--- src/rtl/sobel_pkg.sv ---
// sobel_pkg: shared sizes, output codes, FSM states and gradient helpers for the Sobel edge filter
package sobel_pkg;

    localparam int PIC_H_DEF = 180;
    localparam int PIC_V_DEF = 180;
    localparam int GRAD_W = 11;

    localparam logic [7:0] EDGE_CODE = 8'h00;
    localparam logic [7:0] BACK_CODE = 8'hFF;

    typedef enum logic {
        FILL,
        RUN
    } state_t;

    // Weighted 1-2-1 sum of three pixels; max 1020 so it fits the gradient width unsigned
    function automatic logic [GRAD_W-1:0] wsum(input logic [7:0] a, input logic [7:0] b, input logic [7:0] c);
        return GRAD_W'(a) + (GRAD_W'(b) << 1) + GRAD_W'(c);
    endfunction

    function automatic logic [GRAD_W-1:0] abs_g(input logic signed [GRAD_W-1:0] v);
        return v[GRAD_W-1] ? GRAD_W'(-v) : GRAD_W'(v);
    endfunction

endpackage

--- src/rtl/sobel_line_buf.sv ---
// sobel_line_buf: two-row line store with synchronous read-before-write; row r-1 cascades into row r-2
module sobel_line_buf
    import sobel_pkg::*;
#(
    parameter int DEPTH = PIC_H_DEF,
    parameter int AW = $clog2(DEPTH)
) (
    input  logic          clk,
    input  logic          en,
    input  logic [AW-1:0] addr,
    input  logic [7:0]    wdata,
    output logic [7:0]    row1,
    output logic [7:0]    row2
);

    logic [7:0] mem1 [DEPTH];
    logic [7:0] mem2 [DEPTH];

    // Read both rows at this column, then push the new pixel down the column
    always_ff @(posedge clk) begin
        if (en) begin
            row1 <= mem1[addr];
            row2 <= mem2[addr];
            mem1[addr] <= wdata;
            mem2[addr] <= mem1[addr];
        end
    end

endmodule

--- src/rtl/sobel_ctrl.sv ---
// sobel_ctrl: streaming 3x3 Sobel edge detector; define SOBEL_GRAY_OUT_EN for clipped magnitude output
module sobel_ctrl
    import sobel_pkg::*;
#(
    parameter int PIC_H = PIC_H_DEF,
    parameter int PIC_V = PIC_V_DEF,
    parameter logic [GRAD_W-1:0] THRESHOLD = 11'd100
) (
    input  logic       sys_clk,
    input  logic       sys_rst,
    input  logic [7:0] pi_data,
    input  logic       pi_flag,
    output logic [7:0] po_data,
    output logic       po_flag,
    output logic       frame_done
);

    localparam int CW = $clog2(PIC_H);
    localparam int RW = $clog2(PIC_V);

    logic [CW-1:0] col_cnt;
    logic [RW-1:0] row_cnt;
    logic col_last, row_last, out_ok;
    state_t state, state_nxt;

    logic [7:0] rd1, rd2, pix1;
    logic v1, ok1, last1, v2, last2;
    logic [2:0][7:0] wa, wb, nc;
    logic signed [GRAD_W-1:0] gx, gy;
    logic [GRAD_W-1:0] mag;
    logic [7:0] res;

    assign col_last = col_cnt == CW'(PIC_H - 1);
    assign row_last = row_cnt == RW'(PIC_V - 1);

    // Raster position of the incoming pixel; only moves on valid input
    always_ff @(posedge sys_clk) begin
        if (sys_rst) begin
            col_cnt <= '0;
            row_cnt <= '0;
        end else if (pi_flag) begin
            col_cnt <= col_last ? '0 : col_cnt + 1'b1;
            if (col_last)
                row_cnt <= row_last ? '0 : row_cnt + 1'b1;
        end
    end

    // Frame state register
    always_ff @(posedge sys_clk) begin
        state <= sys_rst ? FILL : state_nxt;
    end

    // RUN once two full rows are buffered; back to FILL after the last pixel of the frame
    always_comb begin
        state_nxt = state;
        out_ok = (state == RUN) && (col_cnt >= CW'(2));
        if (pi_flag && col_last) begin
            if (state == FILL && row_cnt == RW'(1))
                state_nxt = RUN;
            if (state == RUN && row_last)
                state_nxt = FILL;
        end
    end

    sobel_line_buf #(
        .DEPTH(PIC_H),
        .AW   (CW)
    ) u_line_buf (
        .clk  (sys_clk),
        .en   (pi_flag),
        .addr (col_cnt),
        .wdata(pi_data),
        .row1 (rd1),
        .row2 (rd2)
    );

    // Stage 1: newest column arrives (two rows from the buffer plus the delayed live pixel)
    always_ff @(posedge sys_clk) begin
        if (sys_rst) begin
            v1 <= 1'b0;
            ok1 <= 1'b0;
            last1 <= 1'b0;
        end else begin
            v1 <= pi_flag;
            ok1 <= pi_flag & out_ok;
            last1 <= pi_flag & row_last & col_last;
        end
        if (pi_flag)
            pix1 <= pi_data;
    end

    assign nc = {pix1, rd1, rd2};

    // Stage 2: gradients over {wa, wb, nc} (oldest to newest column), then shift the window
    always_ff @(posedge sys_clk) begin
        if (sys_rst) begin
            v2 <= 1'b0;
            last2 <= 1'b0;
        end else begin
            v2 <= ok1;
            last2 <= ok1 & last1;
        end
        if (v1) begin
            wa <= wb;
            wb <= nc;
            gx <= wsum(nc[0], nc[1], nc[2]) - wsum(wa[0], wa[1], wa[2]);
            gy <= wsum(wa[2], wb[2], nc[2]) - wsum(wa[0], wb[0], nc[0]);
        end
    end

    assign mag = abs_g(gx) + abs_g(gy);

`ifdef SOBEL_GRAY_OUT_EN
    assign res = (mag > GRAD_W'(255)) ? 8'hFF : mag[7:0];
`else
    assign res = (mag >= THRESHOLD) ? EDGE_CODE : BACK_CODE;
`endif

    // Stage 3: registered result; po_data holds between valid outputs
    always_ff @(posedge sys_clk) begin
        if (sys_rst) begin
            po_flag <= 1'b0;
            frame_done <= 1'b0;
            po_data <= 8'h00;
        end else begin
            po_flag <= v2;
            frame_done <= v2 & last2;
            if (v2)
                po_data <= res;
        end
    end

endmodule

--- config.mk ---
export PLATFORM = sky130hd
export DESIGN_NAME = sobel_ctrl
export DESIGN_NICKNAME = d
export VERILOG_FILES = /design/src/rtl/sobel_pkg.sv /design/src/rtl/sobel_line_buf.sv /design/src/rtl/sobel_ctrl.sv
export SDC_FILE = /design/constraint.sdc
export NUM_CORES = 2
export LEC_CHECK = 0
export BUFFER_PORTS_ARGS = -buffer_cell sky130_fd_sc_hd__buf_4
export CAP_MARGIN = 20
export CORE_ASPECT_RATIO = 1.75
export CORE_MARGIN = 2
export CORE_UTILIZATION = 60
export CTS_BUF_LIST = sky130_fd_sc_hd__clkbuf_16
export DETAILED_ROUTE_END_ITERATION = 12
export PLACE_DENSITY = 0.77
export SLEW_MARGIN = 20
export SYNTH_ARGS = -nofsm -noshare
export SYNTH_HDL_FRONTEND = slang
export SYNTH_SLANG_ARGS = --single-unit
--- constraint.sdc ---
create_clock -name sys_clk -period 7 [get_ports sys_clk]
set_clock_uncertainty 0.1 [all_clocks]
set_input_delay 0.7 -clock sys_clk [delete_from_list [all_inputs] [get_ports sys_clk]]
set_output_delay 0.7 -clock sys_clk [all_outputs]
set_load 0.05 [all_outputs]
* Yosys cells after proc, flatten, opt, wreduce, memory -nomap -nowiden
Memories as Yosys holds them, arrays and structs flattened. A register that Yosys moved wholly into a read port is not among the register bits.
Index checks and enable logic that the tools add are counted.
** Operators by class
- Add/sub/neg operators :: 15
- $mul :: 0
- Div/mod/pow operators :: 0
- $lt $le $gt $ge :: 2
- Eq/ne operators :: 3
- Shift-type cells :: 0
- Multiplexer cells :: 11
- Bitwise logic cells :: 6
- Reductions and logical operators :: 7
** Operator list (number)
- 10-bit by 8-bit adder with 11-bit output :: 4
- 8-bit by 9-bit adder with 10-bit output :: 4
- 8-bit two-way mux :: 5
- 11-bit two-way mux :: 2
- 11-bit negation :: 2
- 11-bit subtractor :: 2
- 8-bit by 1-bit adder with 8-bit output (second input constant) :: 2
- 8-bit == test (second input constant) :: 2
- 11-bit adder :: 1
- 11-bit by 7-bit >= comparator with 1-bit output (second input constant) :: 1
- 8-bit by 1-bit == test with 1-bit output (second input constant) :: 1
- 8-bit by 2-bit >= comparator with 1-bit output (second input constant) :: 1
- 1-bit AND :: 5
- 1-bit logical AND :: 4
- 1-bit two-way mux :: 4
- 2-bit AND reduction :: 2
- 2-bit nonzero test :: 1
- 1-bit inverter :: 1
** Storage, ports and cells
- Register bits after elaboration :: 118
- Bits in latches :: 0
- Memory bits (writable) :: 2880
- Bits in read-only memories :: 0
- Input bits :: 11
- Output and inout bits :: 10
- Word-level logic and storage cells :: 67
- Memories :: 2
** Memory list
- u_line_buf.mem1 :: depth 180, bits a word 8, read ports 1, clocked after memory_dff 1, wr ports 1, line sobel_line_buf.sv:16 : logic [7:0] mem1 [DEPTH];
- u_line_buf.mem2 :: depth 180, bits a word 8, read ports 1, clocked after memory_dff 1, wr ports 1, line sobel_line_buf.sv:17 : logic [7:0] mem2 [DEPTH];

* Longest topological paths before layout
- Word-level depth :: 5
- Mapped depth :: 16
- Gate-level depth less buffers :: 16

* Hierarchy
Synthesis repeated with hierarchy kept, for this count alone.
** Unflattened totals
- Cells, all modules :: 5958
- Area total of the unflattened synthesis :: 118613.8 um^2
** By module, submodules not included
- sobel_line_buf :: instances 1, cells each 5390, area an instance 112014.9 um^2, sequential area each 86963.4 um^2
- sobel_ctrl :: instances 1, cells each 568, area an instance 6598.8 um^2, sequential area each 2842.7 um^2

* Worst setup path after synthesis
Ideal clock, no wire load.
- Path kind :: register -> register
- Start point :: reg (tool-made name)
- End point :: mem u_line_buf.mem2[0][1], data pin
- Setup time :: 0.660 ns
- Arrival :: 4.313 ns
- Data required time :: 6.240 ns
- Slack :: 1.928 ns
- Cell stages (with the launch flop) :: 11
- Path buffers :: 4
- Period minus slack after synthesis :: 5.072 ns
- Cell sequence :: dfxtp_1 > buf_2 > buf_4 > clkbuf_1 > clkbuf_1 > mux4_2 > mux2i_1 > o22ai_1 > nor3_1 > nor3_1 > o21a_1
** RTL lines (line)
- to (decl) :: sobel_line_buf.sv:17

==> results.yml <==
grt:
  grt_pass1_wl_um: 438000
  grtUsageTotal: 0.316
  antenna_found_initial: 10
  grt_max_degree: 118
  grt_pass1_vias: 58400
  grt_remaining_overflow: 0
layout:
  layout_commonest_cell: "edfxtp_1"
  drive_gt1_frac: 0.284
  fin_area_mm2: 0.130
  areaGrowthSynthToFinish_pct: 10.5
  final_cell_mix: "edfxtp_1, mux4_2, buf_4"
  fin_nets: 5459
  fillCellCount: 11300
clocking:
  cts.sinks: 3007
  cts_buffers: 239
  cts_resized: 0
  cts_tree: "done"
  clockBufferDepth: 4
  cts-root-buf: "clkbuf_16"
  clk_pin_slew_worst_paths_ns: 0.07
  cts_max_level: 4
  clk_latency_ns: 0.92
status:
  violations: "design-rule violations"
  status: "finished, violations left"
power_and_ir_drop:
  pwr-share-comb: 0.103
  p_per_area_mw_per_mm2: 293
  pwr-share-seq: 0.539
  p_sw_mw: 8.76
  switching_share: 0.231
  internal_power_mw: 29.2
  vdd_ir_drop_max_v: 0.000228
  power_mw: 38.0
  p_leak_nw: 40.1
  clkPwrFrac: 0.358
synthesis:
  synth.distinct_cells: 57
  synthArstFlopShare: 0
  yosysWarnings: 0
  netlist_area_mm2: 0.117
  ys.flop_type: "edfxtp_1"
  synthesis.nets: 5168
  netlist_top_cells_area: "edfxtp_1, mux4_2, fa_1"
  synth_area_per_cell_um2: 23.2
  ys_ff_latch: 3007
  synth-seq-area-share: 0.767
  synth_edf_count: 2974
  synth_top_area_share: 0.761
  synth_top_cell_by_area: "edfxtp_1"
  netlist_instances: 5052
detailed_routing:
  detail_route.vias_per_cell: 7.08
  routed_wl_um: 318000
  wire_per_inst_um: 39.1
  drt_iter0_drc: 8276
  drt_first_pass_iters: 12
  ant_nets: 0
  drc_errors: 3
  vias: 57600
floorplanning:
  fp-row-count: 214
  core_mm2: 0.194
  initial_core_util: 0.604
  die_area_mm2: 0.199
  die_width_um: 338
  die_y_um: 589
  io-pin-count: 21
critical_path:
  critPathRequiredTime_ns: 7.41
  reg2reg_slack_ns: 1.81
  cpPeakStageDelay_ns: 0.97
  critPathKind: "reg -> reg"
  r2r_cells: 8
  crit_arrival_ns: 5.60
  critical-path-slowest-cell: "dfxtp_4"
  startpoint_type: "flop"
  crit_chain: "buf_12 -> buf_4 -> mux4_2 -> mux4_2 -> o22ai_1 -> nor3_1 -> o21a_4 -> buf_4"
  crit_fanout: 94
  cp-end-kind: "flop"
timing:
  holdWs_ns: 0.192
  fin_crit_ns: 5.19
  rsz0062_at_grt: "false"
  setup_viol: 0
  max_freq_ghz: 0.193
  slew-limit-headroom: 0.182
  worst_pin_slew_ns: 1.22
  fin_setup_tns_ns: 0
  hold_viol_final: 0
  worst_slack_ns: 1.81
  fin_crit_sh: 0.742
  drv_slew: 0
min_path:
  holdPathStages: 1
  hp-class: "in -> reg"
placed_design:
  pre_cts_ws_ns: 1.95
  io_buffer_count: 20
  gp_congestion: 0.930
  hpwl_um: 177000
  place_area_mm2: 0.122
run:
  cap_violations: 0
-- sequential cells by signal, indices dropped and copies added, names as in the netlist, 8 cells and up, named ones only --
register and count:
u_line_buf.mem2 1440, gx 11, u_line_buf.row2 8, gy 11, wa 24, col_cnt 8, wb 24, pix1 8
row_cnt 8, u_line_buf.mem1 1440, u_line_buf.row1 8
-- cell type report --
| type | count | area [um2] | area share |
|---|---|---|---|
| antenna | 6 | 15.0 | 0.000116 |
| clock buffer | 241 | 6030 | 0.0465 |
| clock inverter | 192 | 1670 | 0.0129 |
| inverter | 116 | 438 | 0.00338 |
| multi-input combinational | 1669 | 25600 | 0.198 |
| sequential | 3007 | 90000 | 0.694 |
| tap | 2592 | 3240 | 0.0250 |
| timing repair buffer | 310 | 2600 | 0.0201 |
-- cells by family (layout without fill, tap and decap cells) --
family,after synthesis,in the layout,synth area share
XOR/XNOR,49,49,0.00366
AND/OR/NAND/NOR,412,412,0.0155
other,0,6,0
multiplexers,926,926,0.173
AO/OA/AOI/OAI,177,177,0.00984
buffers and inverters,376,859,0.0154
adder cells (fa/ha/maj),105,105,0.0152
flip-flops,3007,3007,0.767
-- power groups by stage --
stage          clock, mW  combinational, mW  sequential [mW]
6_report            13.6               3.92             20.5
5_1_grt             14.2               4.22             20.5
4_1_cts             13.6               3.89             20.5
3_5_place_dp           0               3.85             20.8
3_3_place_gp           0               3.71             20.8
2_1_floorplan          0               2.69             20.8
-- per-stage QoR --
| step | std cells | util |
|---|---|---|
| after floorplan | 5052 | - |
| after global placement | 7691 | 0.627 |
| after detailed placement | 7691 | 0.627 |
| after CTS | 8125 | 0.667 |
| after global routing | 8128 | 0.668 |
| final | 8133 | 0.668 |
-- path summary, 6_finish.rpt --
path                                                     endpoint        startpoint
worst min-delay path            u_line_buf.mem1[103][6]$_DFFE_PP_        pi_data[6]
worst min register to register                   wa[14]$_DFFE_PP_  wb[14]$_DFFE_PP_
worst max-delay path             u_line_buf.mem2[52][6]$_DFFE_PP_              flop
worst max register to register   u_line_buf.mem2[52][6]$_DFFE_PP_              flop
-- worst max-delay path, delay by kind of cell (launching register included) --
family | cells | cell delay (ns)
buf+inv | 3 | 1.19
simple gates | 1 | 0.18
flops | 1 | 0.97
mux | 2 | 1.14
compound gates | 2 | 1.04
-- cell usage after synthesis, types with 4 or more instances --
cell type	n
fa_1	63
o221ai_1	4
nand2b_1	11
xnor2_1	34
a31oi_1	4
edfxtp_1	2974
a22oi_1	10
xor2_1	15
ha_1	42
mux2i_1	42
o21a_1	7
o31ai_1	6
buf_1	28
a21o_1	7
a21oi_1	48
a22o_1	5
inv_1	115
nand3_1	39
and2_1	5
buf_4	34
nor2b_1	21
mux4_2	883
a221oi_1	5
nor3_1	29
o21ai_0	17
buf_2	63
or2_2	7
dfxtp_1	33
o22ai_1	40
buf_6	25
nor2_1	216
clkbuf_1	110
nand4_1	8
o21bai_1	5
nand2_1	61
-- routing by layer --
layer | track usage | up-vias | part of all wire
met3 | 0.0588 | 1098 | 0.098
met2 | 0.527 | 4619 | 0.51
met4 | 0.236 | 6 | 0.094
met1 | 0.369 | 30100 | 0.30
met5 | 0 | - | 0.00011
li1 | - | 21800 | -
-- timing repair --
action	CTS	global route
endpoints found under the hold margin	2	0
hold buffers	1	0
setup buffers	0	0
Power figures use the tool's default switching activity.
